$ cat src/rtl/message_cipher_engine.sv
// Multi-channel byte-stream cipher. Each message is combined one byte per cycle with a 16-bit
// LFSR keystream. Every channel keeps its own keystream state, so the stream continues from
// one message to the next on the same channel.
module message_cipher_engine #(
  parameter int unsigned MSG_BYTES    = 100,
  parameter int unsigned NUM_CHANNELS = 2,
  parameter logic [15:0] SEED_DEFAULT = 16'hACE1,
  localparam int unsigned CW = (NUM_CHANNELS > 1) ? $clog2(NUM_CHANNELS) : 1,
  localparam int unsigned LW = $clog2(MSG_BYTES + 1),
  localparam int unsigned MW = 8 * MSG_BYTES
) (
  input  logic          clock,
  input  logic          reset,
  input  logic          key_wr,
  input  logic [CW-1:0] key_chan,
  input  logic [15:0]   key_data,
  input  logic          start,
  input  logic [CW-1:0] chan,
  input  logic          mode,
  input  logic [LW-1:0] msg_len,
  input  logic [MW-1:0] in_message,
  output logic [MW-1:0] out_message,
  output logic          busy,
  output logic          done,
  output logic          err
);

  typedef enum logic [1:0] {StIdle, StRun, StDone} state_e;

  state_e        state_q, state_d;
  logic [15:0]   lfsr_q, lfsr_d;
  logic [LW-1:0] k_q, k_d;
  logic [LW-1:0] len_q, len_d;
  logic          mode_q, mode_d;
  logic [CW-1:0] chan_q, chan_d;
  logic [MW-1:0] msg_q, msg_d;
  logic [MW-1:0] out_q, out_d;
  logic          key_hit_q, key_hit_d;
  logic          err_q, err_d;
  logic [15:0]   chan_state_q [NUM_CHANNELS];

  logic [15:0]   key_eff;
  logic          chan_ok;
  logic [LW-1:0] len_clamp;
  logic [15:0]   lfsr_next;
  logic [15:0]   start_state;
  logic [7:0]    p_byte;
  logic [7:0]    c_byte;

  // Key value to store, plus request decode helpers.
  always_comb begin
    key_eff   = (key_data == 16'h0000) ? SEED_DEFAULT : key_data;
    chan_ok   = (32'(chan) < NUM_CHANNELS);
    len_clamp = (32'(msg_len) > MSG_BYTES) ? LW'(MSG_BYTES) : msg_len;
    lfsr_next = {lfsr_q[14:0], lfsr_q[15] ^ lfsr_q[13] ^ lfsr_q[12] ^ lfsr_q[10]};
    // A key written in the same cycle as the accepted start is the one the message uses.
    start_state = SEED_DEFAULT;
    for (int i = 0; i < int'(NUM_CHANNELS); i++) begin
      if (chan == CW'(i)) start_state = chan_state_q[i];
    end
    if (key_wr && (key_chan == chan)) start_state = key_eff;
  end

  // Select the current plaintext byte and combine it with the keystream byte.
  always_comb begin
    p_byte = 8'h00;
    for (int i = 0; i < int'(MSG_BYTES); i++) begin
      if (k_q == LW'(i)) p_byte = msg_q[8*(int'(MSG_BYTES)-1-i) +: 8];
    end
    c_byte = mode_q ? (p_byte - lfsr_q[7:0]) : (p_byte + lfsr_q[7:0]);
  end

  // Next-state logic for the control FSM and datapath registers.
  always_comb begin
    state_d   = state_q;
    lfsr_d    = lfsr_q;
    k_d       = k_q;
    len_d     = len_q;
    mode_d    = mode_q;
    chan_d    = chan_q;
    msg_d     = msg_q;
    out_d     = out_q;
    key_hit_d = key_hit_q;
    err_d     = 1'b0;
    unique case (state_q)
      StIdle: begin
        if (start) begin
          if (chan_ok) begin
            msg_d     = in_message;
            mode_d    = mode;
            chan_d    = chan;
            len_d     = len_clamp;
            lfsr_d    = start_state;
            k_d       = '0;
            out_d     = '0;
            key_hit_d = 1'b0;
            state_d   = (len_clamp == '0) ? StDone : StRun;
          end else begin
            err_d = 1'b1;
          end
        end
      end
      StRun: begin
        for (int i = 0; i < int'(MSG_BYTES); i++) begin
          if (k_q == LW'(i)) out_d[8*(int'(MSG_BYTES)-1-i) +: 8] = c_byte;
        end
        lfsr_d = lfsr_next;
        k_d    = k_q + LW'(1);
        if (k_q == len_q - LW'(1)) state_d = StDone;
        // Remember a key rewrite so the stale working LFSR is not written back over it.
        if (key_wr && (key_chan == chan_q)) key_hit_d = 1'b1;
      end
      StDone: begin
        state_d = StIdle;
      end
      default: begin
        state_d = StIdle;
      end
    endcase
  end

  // Control and datapath state registers.
  always_ff @(posedge clock) begin
    if (reset) begin
      state_q   <= StIdle;
      lfsr_q    <= SEED_DEFAULT;
      k_q       <= '0;
      len_q     <= '0;
      mode_q    <= 1'b0;
      chan_q    <= '0;
      msg_q     <= '0;
      out_q     <= '0;
      key_hit_q <= 1'b0;
      err_q     <= 1'b0;
    end else begin
      state_q   <= state_d;
      lfsr_q    <= lfsr_d;
      k_q       <= k_d;
      len_q     <= len_d;
      mode_q    <= mode_d;
      chan_q    <= chan_d;
      msg_q     <= msg_d;
      out_q     <= out_d;
      key_hit_q <= key_hit_d;
      err_q     <= err_d;
    end
  end

  // Per-channel keystream state; a key write takes priority over the end-of-message writeback.
  always_ff @(posedge clock) begin
    if (reset) begin
      for (int i = 0; i < int'(NUM_CHANNELS); i++) chan_state_q[i] <= SEED_DEFAULT;
    end else begin
      for (int i = 0; i < int'(NUM_CHANNELS); i++) begin
        if (key_wr && (key_chan == CW'(i))) begin
          chan_state_q[i] <= key_eff;
        end else if ((state_q == StDone) && !key_hit_q && (chan_q == CW'(i))) begin
          chan_state_q[i] <= lfsr_q;
        end
      end
    end
  end

  // Outputs decoded from registered state.
  always_comb begin
    busy        = (state_q == StRun);
    done        = (state_q == StDone);
    err         = err_q;
    out_message = out_q;
  end

endmodule

$ cat config.mk
export PLATFORM = sky130hd
export DESIGN_NAME = message_cipher_engine
export DESIGN_NICKNAME = d
export VERILOG_FILES = /design/src/rtl/message_cipher_engine.sv
export SDC_FILE = /design/constraint.sdc
export NUM_CORES = 2
export LEC_CHECK = 0
export CAP_MARGIN = 5
export CELL_PAD_IN_SITES_DETAIL_PLACEMENT = 1
export CELL_PAD_IN_SITES_GLOBAL_PLACEMENT = 2
export CORE_AREA = 2 2 631 633
export DETAILED_ROUTE_END_ITERATION = 10
export DIE_AREA = 0 0 633 635
export PLACE_DENSITY = 0.66
export SYNTH_ARGS = -nofsm -noshare
export SYNTH_HDL_FRONTEND = slang
export SYNTH_SLANG_ARGS = --single-unit
$ cat constraint.sdc
create_clock -name clock -period 5.77 [get_ports clock]
set_input_delay 1.154 -clock clock [delete_from_list [all_inputs] [get_ports clock]]
set_output_delay 1.154 -clock clock [all_outputs]
set_load 0.01 [all_outputs]
Yosys cells after proc, flatten, opt, wreduce, memory -nomap -nowiden

Memory sizes are Yosys's and may differ from the RTL's.
Cells that the tools add are included.

Register bits: 1635
Bits of input ports: 830
Output and inout bits: 803
Memory bits (writable): 32
Logic and storage cells: 685
Memories kept: 1

Order comparisons: 1
Reduce and logical (&&, ||, !) cells: 117
Bitwise gates (word level): 9
Equal/unequal tests: 207
$add $sub $neg: 4
Multiplexer cells: 238

Memory list:

| memory       | depth | bits a word | read ports | clocked after memory_dff | wr ports | RTL line | RTL |
|---|---|---|---|---|---|---|---|
| chan_state_q | 2     | 16          | 2          | 0                        | 2        | 40       | `logic [15:0] chan_state_q [NUM_CHANNELS];` |

Operator list:

| cell                  | number |
|---|---|
| $mux W8               | 201 |
| $pmux W800 S2         | 1 |
| $mux W800             | 1 |
| $reduce_and A3 Y1     | 101 |
| $eq A7 B7 Y1 const B  | 36 |
| $eq A7 B6 Y1 const B  | 32 |
| $ne A2 B1 Y1 const B  | 102 |
| $mux W16              | 8 |
| $eq A7 B5 Y1 const B  | 16 |
| $eq A7 B4 Y1 const B  | 8 |
| $pmux W16 S2          | 1 |
| $eq A7 B3 Y1 const B  | 4 |
| $mux W1               | 18 |
| $logic_not A16 Y1     | 1 |
| $eq A7 B2 Y1 const B  | 2 |
| $logic_not A7 Y1      | 2 |
| $mux W7               | 2 |
| $pmux W7 S2           | 1 |
| $add A8 B8 Y8         | 1 |
| $sub A8 B8 Y8         | 1 |
| $add A7 B1 Y7 const B | 1 |
| $eq A7 B1 Y1 const B  | 1 |
| $eq A7 B7 Y1          | 1 |
| $gt A7 B7 Y1 const B  | 1 |
| other kinds (16)      | 33 |

Logic depth before layout (Yosys ltp)

Depth in word-level cells: 105
Depth in mapped cells: 29
Mapped depth without buffers: 24

Worst setup path after synthesis

OpenSTA, ideal clock, no wires.

Path kind: register to register
Start: reg k_q[6]
End: reg out_q[7], in the netlist out_message[7]
Required time: 5640 ps
Setup time: 130 ps
Cell stages (with the launch flop): 27
Arrival time: 5193 ps
Path buffers: 5
Clock period less this slack: 5323 ps
Path slack: 447 ps
Cell sequence: dfxtp_1 > buf_2 > buf_2 > nand2b_1 > buf_2 > or3_1 > nor2_2 > nor2_1 > a221o_1 > o21ai_1 > o21ai_0 > or4_1 > nor3_1 > a31oi_1 > ha_1 > nor2b_1 > o21ai_0 > a21boi_0 > o21ai_0 > a21oi_1 > o21a_1 > o21a_1 > nor2_1 > mux2i_1 > buf_4 > buf_6 > o22ai_1

Longest elaborated chain between the ends: 105
Elaborated cells between the ends (all ways): 207
Those cells by class: add/sub: 2; eq/ne: 100; mux: 103; reduce/logical: 2

Ends and longest elaborated chain:

| element                                        | RTL line | RTL |
|---|---|---|
| start: declaration                             | 32       | `logic [LW-1:0] k_q, k_d;` |
| start signal: assignment                       | 138      | `k_q <= k_d;` |
| $logic_not A7 Y1                               | 68       | `if (k_q == LW'(i)) p_byte = msg_q[8*(int'(MSG_BYTES)-1-i) +: 8];` |
| $mux W8 (100 in series)                        | 68       |  |
| $add A8 B8 Y8 or $sub A8 B8 Y8 (tied branches) | 70       | `c_byte = mode_q ? (p_byte - lfsr_q[7:0]) : (p_byte + lfsr_q[7:0]);` |
| $mux W8                                        | 70       |  |
| $mux W8                                        | 105      | `if (k_q == LW'(i)) out_d[8*(int'(MSG_BYTES)-1-i) +: 8] = c_byte;` |
| $pmux W800 S2                                  | 85       | `unique case (state_q)` |
| end signal: assignment                         | 143      | `out_q <= out_d;` |
| end: declaration                               | 37       | `logic [MW-1:0] out_q, out_d;` |

Parallel ways exist; a longest one is shown, timed or not. The select of a mux whose other input is x is not followed.
A chain may end at the register's enable or synchronous reset.

Worst setup path after layout

Start: reg k_q[0]
End: reg out_q[606], in the netlist out_message[606]

The elaborated chain is that of the path after synthesis.

==> metrics.cfg <==
[min_path]
worstHoldPathCells=2
hold_end=msg_q[631]
hold_class=reg -> reg
hp-start=msg_q[631]

[cells_and_area]
num-nets-final=11910
final_util_pct=27.68
syn_to_final_growth_pct=59.28
drive_gt1_share_pct=16.64
stdcell_count=16550

[clocking]
cts_tree=yes
cts_max_level=4
cts_root_buf=clkbuf_16
clk_pin_slew_ps=60
cts.sinks=1667
cts_buffers=217
clock_path_buffers=4
insertion_delay_ps=970

[global_route]
antenna_found_initial=221
grt_usage_pct=25.30
grt_max_degree=196
grt_overflow=0
grt_pass1_vias=77380
grt_pass1_wl_mm=699.1

[sta]
slew_headroom_pct=13.86
fin_crit_sh_pct=106.5
worstMarginPinSlew_ps=1283
fin_ws_ps=-375.4
max_freq_mhz=162.7
tns_ps=-62960
drv_slew=0
period_needed_ps=6145
clock-skew-final_ps=108.3
rsz0062_at_grt=yes
hold_violations=0
timing.final.setup_violations=305

[synth]
synth_edf_count=32
synth_fp_nets=9638
syn_area_per_cell_um2=7.803
syn-cell-area_mm2=0.06861
synthFlopType=dfxtp_1
synthArstFlopShare_pct=0
yosysTopAreaCell=dfxtp_1
ys.warnings.count=0
syn_inst=8793
synth.distinct_cells=88
synth_top_area_share_pct=47.71
ys_seq_area_share_pct=49.11
ys_seq_elements=1667
synthTopCellsByArea=dfxtp_1 48%, nand2_1 12%, a21oi_1 9.1%

[job]
maxCapViolations=0

[die]
core_area_mm2=0.3948
die_w_um=633
die-area_mm2=0.4020
die_h_um=635
rows=231
io_pins=1633
initial_core_util_pct=17.38

[route]
final_antenna_net_count=0
routed_wirelength_mm=536.9
first_pass_iters=6
vias=76800
drc_errors=0
vias_per_cell=4.639
routedWlPerCell_um=32.43
first_iter_violations=5530

[placed_design]
place_hpwl_mm=419.3
dp_slack_ps=-2511
gp_congestion=0.9408
port_buffers=1631
dp_cells=15990

[pwr]
p_per_area_mw_per_mm2=312.2
leakage_nw=41.43
p_total_mw=34.12
ir_worst_vdd_v=0.0002578

[outcome]
violations=negative setup slack
outcome=finished, violations left

[worst_setup_path]
cp_top_family=compound AO/OA/AOI/OAI gates
path_class=reg -> reg
critPathLaunchType=flop
r2r_end=out_message[606]
path_buf_inv=6
cp.required_ps=6630
slowest_stage=or4_4
crit_path_max_incr_delay_ps=590
arrival_ps=7000
cp_max_fo=7
ff2ff_path_depth=27
endpoint_kind=flop
r2r_start=k_q[0]
rrSetupSlack_ps=-380

==> where the power goes <==
group          internal [mW]  switching, mW  leakage (nW)
clock network           8.26           5.97          3.55
registers               12.3          0.624          13.6
logic                   2.74           4.24          24.2
total                   23.3           10.8          41.4
==> stage by stage <==
step,hold WS [ps],instance area (um^2)
after floorplan,431.3,68610
after global placement,440.7,97610
after detailed placement,446.9,97640
after CTS,454.4,106900
after global routing,466.6,109200
final,453.9,109300
==> synthesized netlist by cell type, drive strengths merged, types with 15 or more instances <==
library cell  instances
o22ai                75
nor4                 23
nor3                 85
a211oi               41
nand2              2237
inv                  18
nor2               1212
xnor2                20
dfxtp              1635
a31oi                38
nand3               163
a221o                31
o21ai               256
o221ai               47
buf                  69
a22oi               222
o211ai               38
mux2i               236
o2111ai              21
nand4                25
edfxtp               32
or3                  19
clkbuf              558
a2111oi              25
and3                 15
a21oi              1252
a221oi               73
nand3b              101
==> worst max-delay path by stage <==
stage	depth (start not counted)	to	from
2_1_floorplan	26	out_message[7]	k_q[6]
3_3_place_gp	26	out_message[551]	k_q[0]
3_5_place_dp	26	out_message[87]	k_q[0]
6_report	27	out_message[606]	k_q[0]
5_1_grt	30	out_message[255]	k_q[0]
4_1_cts	27	out_message[47]	k_q[0]
==> flip-flops by register name (all words and copies together), names as in the netlist <==
register and count:
chan_q 1, chan_state_q 32, k_q 7, key_hit_q 1
len_q 7, lfsr_q 16, mode_q 1, msg_q 800
out_message 800, state_q 2
==> cells in the final DEF (no fill, tap or decap), types with 20 or more instances in the layout <==
master              n
clkinv_2           37
mux2i_1           230
o21ai_1            33
buf_6              40
o21ai_2            78
o221ai_1           42
nor2_4             40
o211ai_1           38
edfxtp_1           32
nand3_2            22
nand4_1            25
o21ai_0           140
nor2_2             43
nor3_1             64
nor2_1           1129
clkdlybuf4s50_1  1630
a21oi_1          1174
a221o_1            30
dfxtp_1          1628
nand3_1           122
xnor2_1            20
clkbuf_16         233
a22oi_1           222
o22ai_1            73
a31oi_1            34
diode_2            76
clkbuf_1           57
clkbuf_8           40
a211oi_1           32
buf_4             838
nand2_1          2210
buf_12            118
nand3b_1          101
a221oi_1           70
a21oi_2            68
buf_16             21
==> area by class of cell <==
type | count | area [um^2]
fill | 46320 | 285500
multi-input combinational | 6480 | 34900
sequential | 1667 | 33720
timing repair buffer | 2677 | 26580
tap | 5242 | 6559
clock buffer | 314 | 6195
clock inverter | 79 | 1057
antenna | 76 | 190.2
inverter | 19 | 80.08
==> per-layer routing <==
layer,track usage [%],vias up,share of wire (%)
li1,-,34890,-
met1,30.35,38560,41
met2,43.53,2345,49
met3,5.747,867,6.2
met4,9.816,130,4.2
met5,0,-,0.16
==> worst min-delay path, delay by kind of cell (launching register included) <==
kind            cells  cell delay, ps
compound gates      1              50
flops               1             300
simple gates        1              50
==> logic make-up after synthesis <==
family,after synthesis,share of synthesized area (%)
AND/OR/NAND/NOR,3975,23.82
AO/OA/AOI/OAI,2221,19.24
flip-flops,1667,49.11
buffers and inverters,646,3.669
multiplexers,244,3.574
XOR/XNOR,24,0.3064
adder cells (fa/ha/maj),15,0.2845
other,1,0.005466
==> timing repair <==
action / CTS / global route
resized for setup: 295 / 395
hold buffers: 0 / 0
gates cloned: 15 / 22
pin swaps: 99 / 127
setup buffers: 48 / 32
endpoints found under the setup margin: 700 / 583
(Power assumes the default switching activity.)
